==> config.mk <==
export PLATFORM = sky130hd
export DESIGN_NAME = seq_detect_param
export DESIGN_NICKNAME = d
export VERILOG_FILES = /design/src/rtl/seq_detect_param.sv
export SDC_FILE = /design/constraint.sdc
export NUM_CORES = 1
export LEC_CHECK = 0
export CAP_MARGIN = 0
export CORE_UTILIZATION = 30
export CTS_CLUSTER_DIAMETER = 80
export DETAILED_ROUTE_END_ITERATION = 7
export SLEW_MARGIN = 20
export SYNTH_ARGS = -nofsm -noshare
export SYNTH_HDL_FRONTEND = slang
export SYNTH_SLANG_ARGS = --single-unit
==> constraint.sdc <==
create_clock -name clk -period 3.93 [get_ports clk]
set_input_delay 0.786 -clock clk [delete_from_list [all_inputs] [get_ports clk]]
set_output_delay 0.786 -clock clk [all_outputs]
set_load 0.05 [all_outputs]
==> src/rtl/seq_detect_param.sv <==
// Serial pattern detector with elaboration-time KMP transition table, Moore match flag
// and saturating match counter; overlapping or non-overlapping detection by parameter.
module seq_detect_param #(
  parameter int             W       = 4,
  parameter logic [W-1:0]   PATTERN = 4'b1101,
  parameter bit             OVERLAP = 1'b1,
  parameter int             CNT_W   = 8,
  localparam int            SW      = $clog2(W+1)
) (
  input  logic             clk,
  input  logic             reset,
  input  logic             en,
  input  logic             clr,
  input  logic             din,
  output logic [SW-1:0]    state,
  output logic             dout,
  output logic [CNT_W-1:0] match_cnt
);

  localparam logic [SW-1:0]    FULL    = SW'(W);
  localparam logic [CNT_W-1:0] CNT_MAX = '1;
  localparam int               TBL_W   = 2 * (W + 1) * SW;

  // Longest prefix of PATTERN (capped at W) that is a suffix of
  // (first k pattern bits, then b). Evaluated only while elaborating.
  function automatic logic [SW-1:0] kmp_next(input int k, input logic b);
    logic [W:0] s;
    logic       ok;
    int         best;
    s    = '0;
    best = 0;
    for (int j = 0; j < k; j++) s[j] = PATTERN[W-1-j];
    s[k] = b;
    for (int l = 1; l <= W; l++) begin
      if (l <= k + 1) begin
        ok = 1'b1;
        for (int i = 0; i < l; i++)
          if (s[k+1-l+i] != PATTERN[W-1-i]) ok = 1'b0;
        if (ok) best = l;
      end
    end
    return SW'(best);
  endfunction

  // Entry (2*k + b) holds the next state from state k on input bit b.
  // Without overlap, a completed match restarts as if from state 0.
  function automatic logic [TBL_W-1:0] build_tbl();
    logic [TBL_W-1:0] t;
    int               src;
    t = '0;
    for (int k = 0; k <= W; k++) begin
      src = (k == W && !OVERLAP) ? 0 : k;
      for (int b = 0; b < 2; b++)
        t[(2*k+b)*SW +: SW] = kmp_next(src, b == 1);
    end
    return t;
  endfunction

  localparam logic [TBL_W-1:0] NEXT_TBL = build_tbl();

  logic [SW-1:0]    state_q, state_d;
  logic [CNT_W-1:0] cnt_q;

  // Encodings above W match no table row and therefore fall back to 0.
  always_comb begin
    state_d = '0;
    for (int k = 0; k <= W; k++)
      if (state_q == SW'(k))
        state_d = din ? NEXT_TBL[(2*k+1)*SW +: SW] : NEXT_TBL[(2*k)*SW +: SW];
  end

  // NOTE: state registers use non-blocking assignments so every flop samples
  // pre-edge values; blocking here would create order-dependent simulation.
  always_ff @(posedge clk or negedge reset) begin
    if (!reset) begin
      state_q <= '0;
      cnt_q   <= '0;
    end else if (clr) begin
      state_q <= '0;
      cnt_q   <= '0;
    end else if (en) begin
      state_q <= state_d;
      if (state_d == FULL && cnt_q != CNT_MAX) cnt_q <= cnt_q + 1'b1;
    end
  end

  assign state     = state_q;
  assign dout      = (state_q == FULL);
  assign match_cnt = cnt_q;

endmodule

==> flow_summary.ini, run 1 <==
[routing]
ant_nets = 0
dr.pass1.iters = 4
first_iter_violations = 14
wl_per_cell_microns = 12.1
via_per_inst = 5.10
drc = 0
routed_wl_mm = 1.31
via_count = 556

[global_routing]
grt_pass1_vias = 468
antenna_found_initial = 0
grt-ovfl-total = 0
grt_max_degree = 13
grt_util_all_layers = 0.132
grt_pass1_wl_mm = 2.03

[clock_network]
cts_sinks = 11
cts-htree-levels = 1
root_buffer = clkbuf_4
cts_tree = yes
ctsResizeCount = 0
clk_latency_ns = 0.27
postCtsSetupBuffers = 0
cts_buffers = 3
cts.path.max_buffers = 2
path_clk_slew_ns = 0.07
holdBufCountCts = 0

[logic_synthesis]
yosys.area.top_type = dfrtp_1
mappedNetlistArea_sq_um = 639
synth.most_common_cell = dfrtp_1
synth.ff_latch_count = 11
synth_common_cells = 11 x dfrtp_1, 8 x nor2_1, 5 x nand3_1
yosysSeqAreaShare = 0.431
synth_edf_count = 0
yosysWarningCount = 0
synth_flop_cell = dfrtp_1
async_flop_share = 1.00
syn_avg_cell_area_sq_um = 9.84
synth_top_area_frac = 0.431
synth_cells = 65
mappedNetlistNets = 71
ys_types = 26
synth.area.top_cells = dfrtp_1 43%, mux2i_1 4.7%, nor2_1 4.7%

[floorplanning]
row_count = 16
start_util = 0.323
die_x_microns = 48.2
io_pins = 17
core-area_sq_um = 1980
fp.dieArea_sq_um = 2320
fp.dieH_microns = 48.2

[worst_setup_path]
required_ns = 3.14
end_kind = output port
start_kind = register
crit_chain = nor3b_1 -> clkdlybuf4s50_1
critPathMaxFanout = 9
critPathKind = register to output port
cpMaxStageDelayCell = clkdlybuf4s50_1
cp.arrival_ns = 1.82
worst_path_largest_cell_delay_ns = 0.82

[timing]
max_slew_margin = 0.654
worst_slew_pin_slew_ns = 0.517
rsz0062_at_grt = false
period_needed_ns = 2.60
max_clock_freq_mhz = 384
fin_ws_ns = 1.33
post-route-period-util = 0.662
slew_violations = 0
finalHoldViolCount = 0
skew_ns = 0.00837
holdWs_ns = 0.591
setup-violations-final = 0
fin_tns_setup_ns = 0

[place]
portBuffers = 16
dp_slack_ns = 1.51
gp_congestion = 0.717
hpwl_microns = 906

[finish]
area_delta_synth_final_pct = 29.0
drive_gt1_frac = 0.0976
final_nets = 89
diodes = 0
nFillCells = 203

[power]
ir_worst_vdd_v = 0.000136
power_leakage_nw = 0.325
power-per-cell-area_nw_per_um2 = 257

[run_status]
status = finished, final reports clean

[hold_path]
hp-class = register to register

[flow_run]
drv_cap = 0
worst paths after layout:
path                       slack, ns    startpoint  cells past startpoint            to
max in group asynchronous       2.72         reset                      1      state[0]
hold reg to reg                 0.59  match_cnt[1]                      2  match_cnt[1]
min in group asynchronous       0.86         reset                      1  match_cnt[3]
setup / recovery                1.33      state[2]                      2          dout
hold / removal                  0.59  match_cnt[1]                      2  match_cnt[1]
setup reg to reg                2.33  match_cnt[0]                      5  match_cnt[5]
power breakdown:
group / total, mW / switching, mW / internal (mW)
combinational: 0.0202 / 0.0120 / 0.00820
sequential: 0.117 / 0.00244 / 0.114
clock: 0.0755 / 0.0362 / 0.0393
total: 0.212 / 0.0506 / 0.162
cells in the final DEF, fill, tap and decap left out, types with 4 or more instances in the layout:
| cell | instances |
|---|---|
| dfrtp_1 | 11 |
| clkdlybuf4s50_1 | 16 |
| nand3_1 | 5 |
| a21oi_1 | 4 |
| o21ai_0 | 4 |
| nor2_1 | 8 |
flip-flops by register name, summed over array words and instances, names as in the netlist:
register and cells:
match_cnt 8, state 3
worst max-delay path, delay by kind of cell, from the launching register on:
kind                   cells  cell delay, ns
and+or+nand+nor            1            0.22
buffers and inverters      1            0.82
DFF                        1            0.51
cells by family (layout without fill, tap and decap cells):
logic type | count (synthesis) | in the layout | synth area share
AOI/OAI and AO/OA | 11 | 11 | 0.115
xor gates and xnor gates | 3 | 3 | 0.0411
adders and majority gates | 1 | 1 | 0.0196
buffers and inverters | 4 | 21 | 0.0607
DFF | 11 | 11 | 0.431
muxes | 4 | 4 | 0.0646
and+or+nand+nor | 31 | 31 | 0.268
area by class of cell:
| class | count | area [sq um] | area share |
|---|---|---|---|
| sequential | 11 | 275 | 0.334 |
| multi-input combinational | 50 | 325 | 0.395 |
| tap | 27 | 33.8 | 0.0410 |
| clock buffer | 4 | 26.3 | 0.0319 |
| timing repair buffer | 16 | 160 | 0.194 |
| inverter | 1 | 3.75 | 0.00455 |
through the flow:
step	cell area, sq um	util	instances	power [mW]
after detailed placement	798	0.403	105	0.139
after CTS	825	0.416	109	0.217
after global routing	825	0.416	109	0.225
final	825	0.416	109	0.212
after global placement	798	0.403	105	0.139
after floorplan	639	-	65	0.129
metal layers:
metal  global-route usage  part of all wire
met2                0.197              0.46
met3               0.0667             0.045
met1                0.154              0.49
met5                    0                 0
met4               0.0667            0.0091
Power figures use the tool's default switching activity.
==> run 2, diff against run 1 <==
==> constraint.sdc (replaced) <==
create_clock -name clk -period 2.2 [get_ports clk]
set_input_delay 0.44 -clock clk [delete_from_list [all_inputs] [get_ports clk]]
set_output_delay 0.44 -clock clk [all_outputs]
set_load 0.05 [all_outputs]
==> run 2 against run 1 <==
Net effect:
- via count is 4.0% lower
- critical path depth fell by 1
- non-clock buffer count is the same
- total power up 78%
==> flow_summary.ini, run 2 (synthesis results as in run 1) <==
[run_status]
status = finished, final reports clean

[global_routing]
grt_max_degree = 13
grt-ovfl-total = 0
grt_pass1_vias = 421
antenna_found_initial = 0
grt_pass1_wl_mm = 1.86
grt_util_all_layers = 0.121

[clock_network]
clk_latency_ns = 0.27
cts-htree-levels = 1
cts_tree = yes
cts.path.max_buffers = 2
holdBufCountCts = 0
postCtsSetupBuffers = 0
path_clk_slew_ns = 0.07
cts_sinks = 11
root_buffer = clkbuf_4
cts_buffers = 3
ctsResizeCount = 0

[finish]
nFillCells = 204
largest_reg_flops = 8
multiInputGateArea_sq_um = 330
fin_cells = 109
design_area_sq_um = 827
diodes = 0
final_nets = 89
seq_area_sq_um = 275
final_core_util = 0.417
drive_gt1_frac = 0.122
area_delta_synth_final_pct = 29.4
final_common_cell = clkdlybuf4s50_1
layout_common_cells = 15 x clkdlybuf4s50_1, 11 x dfrtp_1, 8 x nor2_1

[floorplanning]
row_count = 16
io_pins = 17
start_util = 0.323
core-area_sq_um = 1980
fp.dieArea_sq_um = 2320
fp.dieH_microns = 48.2
die_x_microns = 48.2

[power]
power-per-cell-area_nw_per_um2 = 458
power_leakage_nw = 0.331
total_power_mw = 0.378
ir_worst_vdd_v = 0.000261

[place]
hpwl_microns = 869
gp_congestion = 0.718
dp_slack_ns = 0.151
portBuffers = 16
place_inst = 105
place_area_sq_um = 801

[timing]
setup-violations-final = 0
max_slew_margin = 0.664
fin_ws_ns = 0.118
worst_slew_pin_slew_ns = 0.502
holdWs_ns = 0.497
period_needed_ns = 2.08
finalHoldViolCount = 0
fin_tns_setup_ns = 0
rsz0062_at_grt = false
max_clock_freq_mhz = 480
post-route-period-util = 0.947
slew_violations = 0
skew_ns = 0.00438

[routing]
wl_per_cell_microns = 11.2
drc = 0
dr.pass1.iters = 2
first_iter_violations = 2
ant_nets = 0
routed_wl_mm = 1.22
via_count = 534
via_per_inst = 4.90

[worst_setup_path]
r2r_start = match_cnt[0]
crit_family = buffers and inverters
critPathKind = register to output port
critPathMaxFanout = 9
worst_path_largest_cell_delay_ns = 0.87
ff2ff_path_depth = 5
rrSetupSlack_ns = 0.61
cp.arrival_ns = 1.64
end_kind = output port
start_kind = register
required_ns = 1.76
crit_chain = clkdlybuf4s50_1
r2r-end = match_cnt[5]
critPathBufInv = 1
cpMaxStageDelayCell = clkdlybuf4s50_1

[flow_run]
drv_cap = 0

[hold_path]
hp-class = input pin to async pin
[run 2: final cells by class]
cell class                      count  area share
Clock buffer                        4      0.0318
Inverter                            1     0.00454
Multi-Input combinational cell     50       0.399
Sequential cell                    11       0.333
Tap cell                           27      0.0408
Timing Repair Buffer               16       0.191
[run 2: routing by layer]
layer	track usage	vias up	share of wire	routed length (microns)
met5	0	-	0	0
met4	0.0167	0	0.0074	9
met3	0.0667	2	0.069	84
met2	0.163	14	0.44	534
met1	0.172	251	0.48	591
li1	-	267	-	-
[run 2: worst max path at each step]
stage | startpoint | endpoint | slack, ns | cells after the start
finish | state[2] | state[2] | 0.12 | 1
global route | state[2] | state[2] | 0.08 | 1
CTS | state[2] | state[2] | 0.11 | 1
detailed placement | en | match_cnt[5] | 0.15 | 5
global placement | en | match_cnt[7] | 0.17 | 5
floorplan | state[2] | dout | 0.29 | 2
[run 2: report_power, final]
part | total (mW) | internal [mW] | switching (mW)
logic | 0.0354 | 0.0146 | 0.0207
clock network | 0.135 | 0.0702 | 0.0646
registers | 0.208 | 0.204 | 0.00436
total | 0.378 | 0.289 | 0.0896
==> run 3, diff against run 2 <==
--- a/config.mk
+++ b/config.mk
@@ -5,7 +5,6 @@
 export SDC_FILE = /design/constraint.sdc
 export NUM_CORES = 1
 export LEC_CHECK = 0
-export CAP_MARGIN = 0
 export CORE_UTILIZATION = 30
 export CTS_CLUSTER_DIAMETER = 80
 export DETAILED_ROUTE_END_ITERATION = 7
==> constraint.sdc (replaced) <==
create_clock -name clk -period 1.8 [get_ports clk]
set_input_delay 0.36 -clock clk [delete_from_list [all_inputs] [get_ports clk]]
set_output_delay 0.36 -clock clk [all_outputs]
set_load 0.05 [all_outputs]
==> run 3 against run 2 <==
Net effect:
- via count increased by 7.5%
- sequential power up 21%
- highest routed layer unchanged
- utilization increased by 4.5 points
- total power grew 31%
- worst setup slack improved by 0.050 ns
==> flow_summary.ini, run 3 (synthesis results as in run 1) <==
[run_status]
status = finished, final reports clean

[floorplanning]
start_util = 0.323
fp.dieH_microns = 48.2
die_x_microns = 48.2
row_count = 16
io_pins = 17
core-area_sq_um = 1980
fp.dieArea_sq_um = 2320

[place]
hpwl_mm = 1.05
place_area_sq_um = 890
place_inst = 113
portBuffers = 16
gp_congestion = 0.751

[timing]
holdWs_ns = 0.418
post-route-period-util = 0.907
worst_slew_pin_slew_ns = 0.522
max_clock_freq_mhz = 613
finalHoldViolCount = 0
rsz0062_at_grt = false
period_needed_ns = 1.63
skew_ns = 0.00499
max_slew_margin = 0.651
slew_violations = 0
setup-violations-final = 0

[routing]
ant_nets = 0
routed_wl_mm = 1.42
wl_per_cell_microns = 12.2
via_count = 574
first_iter_violations = 16
dr.pass1.iters = 4
drc = 0
via_per_inst = 4.91

[power]
power_switching_share = 0.260
p_int_mw = 0.365
power_leakage_nw = 0.402
pwr-share-seq = 0.509
ir_worst_vdd_v = 0.000438
p_clk_frac = 0.363
total_power_mw = 0.494
power-per-cell-area_nw_per_um2 = 539
p_comb_frac = 0.128
p_switching_mw = 0.129

[worst_setup_path]
r2r_start = match_cnt[0]
ff2ff_path_depth = 5
required_ns = 2.01
cp.arrival_ns = 1.84
r2r-end = match_cnt[7]
start_kind = input pin
crit_chain = clkdlybuf4s50_1 -> and4b_1 -> o2111ai_2 -> or3_1 -> a21oi_1
rrSetupSlack_ns = 0.18
critPathMaxFanout = 5
cpMaxStageDelayCell = clkdlybuf4s50_1
critPathKind = input pin to register
worst_path_largest_cell_delay_ns = 0.51
end_kind = register

[finish]
layout_common_cells = 16 x buf_4, 11 x dfrtp_1, 8 x nor2_1
design_area_sq_um = 916
drive_gt1_frac = 0.322
final_nets = 97
largest_reg_flops = 8
final_common_cell = buf_4
nFillCells = 192
area_delta_synth_final_pct = 43.2
multiInputGateArea_sq_um = 337
diodes = 0
seq_area_sq_um = 275
fin_cells = 117
final_core_util = 0.462

[global_routing]
grt_max_degree = 12
grt_pass1_vias = 546
antenna_found_initial = 0
grt_util_all_layers = 0.158
grt-ovfl-total = 0
grt_pass1_wl_mm = 2.42

[clock_network]
cts_sinks = 11
clk_latency_ns = 0.28
holdBufCountCts = 0
cts_buffers = 3
cts_tree = yes
path_clk_slew_ns = 0.08
root_buffer = clkbuf_4
ctsResizeCount = 0
cts-htree-levels = 1
postCtsSetupBuffers = 0
cts.path.max_buffers = 2

[hold_path]
hp-class = input pin to async pin

[flow_run]
drv_cap = 0
==> run 3: changes by cell type in the layout (fill, tap and decap cells not counted), sizes merged <==
cell / before / now
buf: 1 / 20
clkdlybuf4s50: 15 / 4
==> run 3: layout make-up <==
| cell class | count | share of cell area |
|---|---|---|
| repair buffers | 24 | 0.262 |
| multi-input cells | 50 | 0.367 |
| well taps | 27 | 0.0369 |
| flip-flops and latches | 11 | 0.301 |
| inverters | 1 | 0.00410 |
| clock buffers | 4 | 0.0287 |
==> run 3: worst max-delay path by stage <==
stage | cells after the start | from | endpoint
finish | 5 | en | match_cnt[7]
global route | 5 | match_cnt[0] | match_cnt[7]
CTS | 3 | state[1] | dout
detailed placement | 5 | en | match_cnt[7]
global placement | 5 | en | match_cnt[5]
floorplan | 5 | match_cnt[0] | match_cnt[2]
==> run 3: through the flow <==
| step | setup slack (ns) | TNS (ns) |
|---|---|---|
| after floorplan | 0.0325 | 0 |
| after global placement | -0.0551 | -0.153 |
| after detailed placement | -0.120 | -0.282 |
| after CTS | 0.149 | 0 |
| after global routing | 0.0780 | 0 |
| final | 0.168 | 0 |
==> run 3: metal layers <==
| metal | wire length (microns) | GRT usage |
|---|---|---|
| met3 | 63 | 0.0667 |
| met2 | 702 | 0.253 |
| met4 | 17 | 0.0722 |
| met5 | 0 | 0 |
| met1 | 640 | 0.181 |
==> run 3: critical path, delay by kind of cell <==
| family | cells | cell delay [ns] |
|---|---|---|
| compound gates | 2 | 0.34 |
| buf+inv | 1 | 0.51 |
| simple gates | 2 | 0.63 |
==> run 3: power by group through the flow <==
| stage | sequential, mW | clock [mW] | combinational, mW |
|---|---|---|---|
| finish | 0.251 | 0.180 | 0.0633 |
| global route | 0.251 | 0.197 | 0.0693 |
| CTS | 0.251 | 0.187 | 0.0644 |
| detailed placement | 0.256 | 0 | 0.0640 |
| global placement | 0.256 | 0 | 0.0630 |
| floorplan | 0.266 | 0 | 0.0170 |
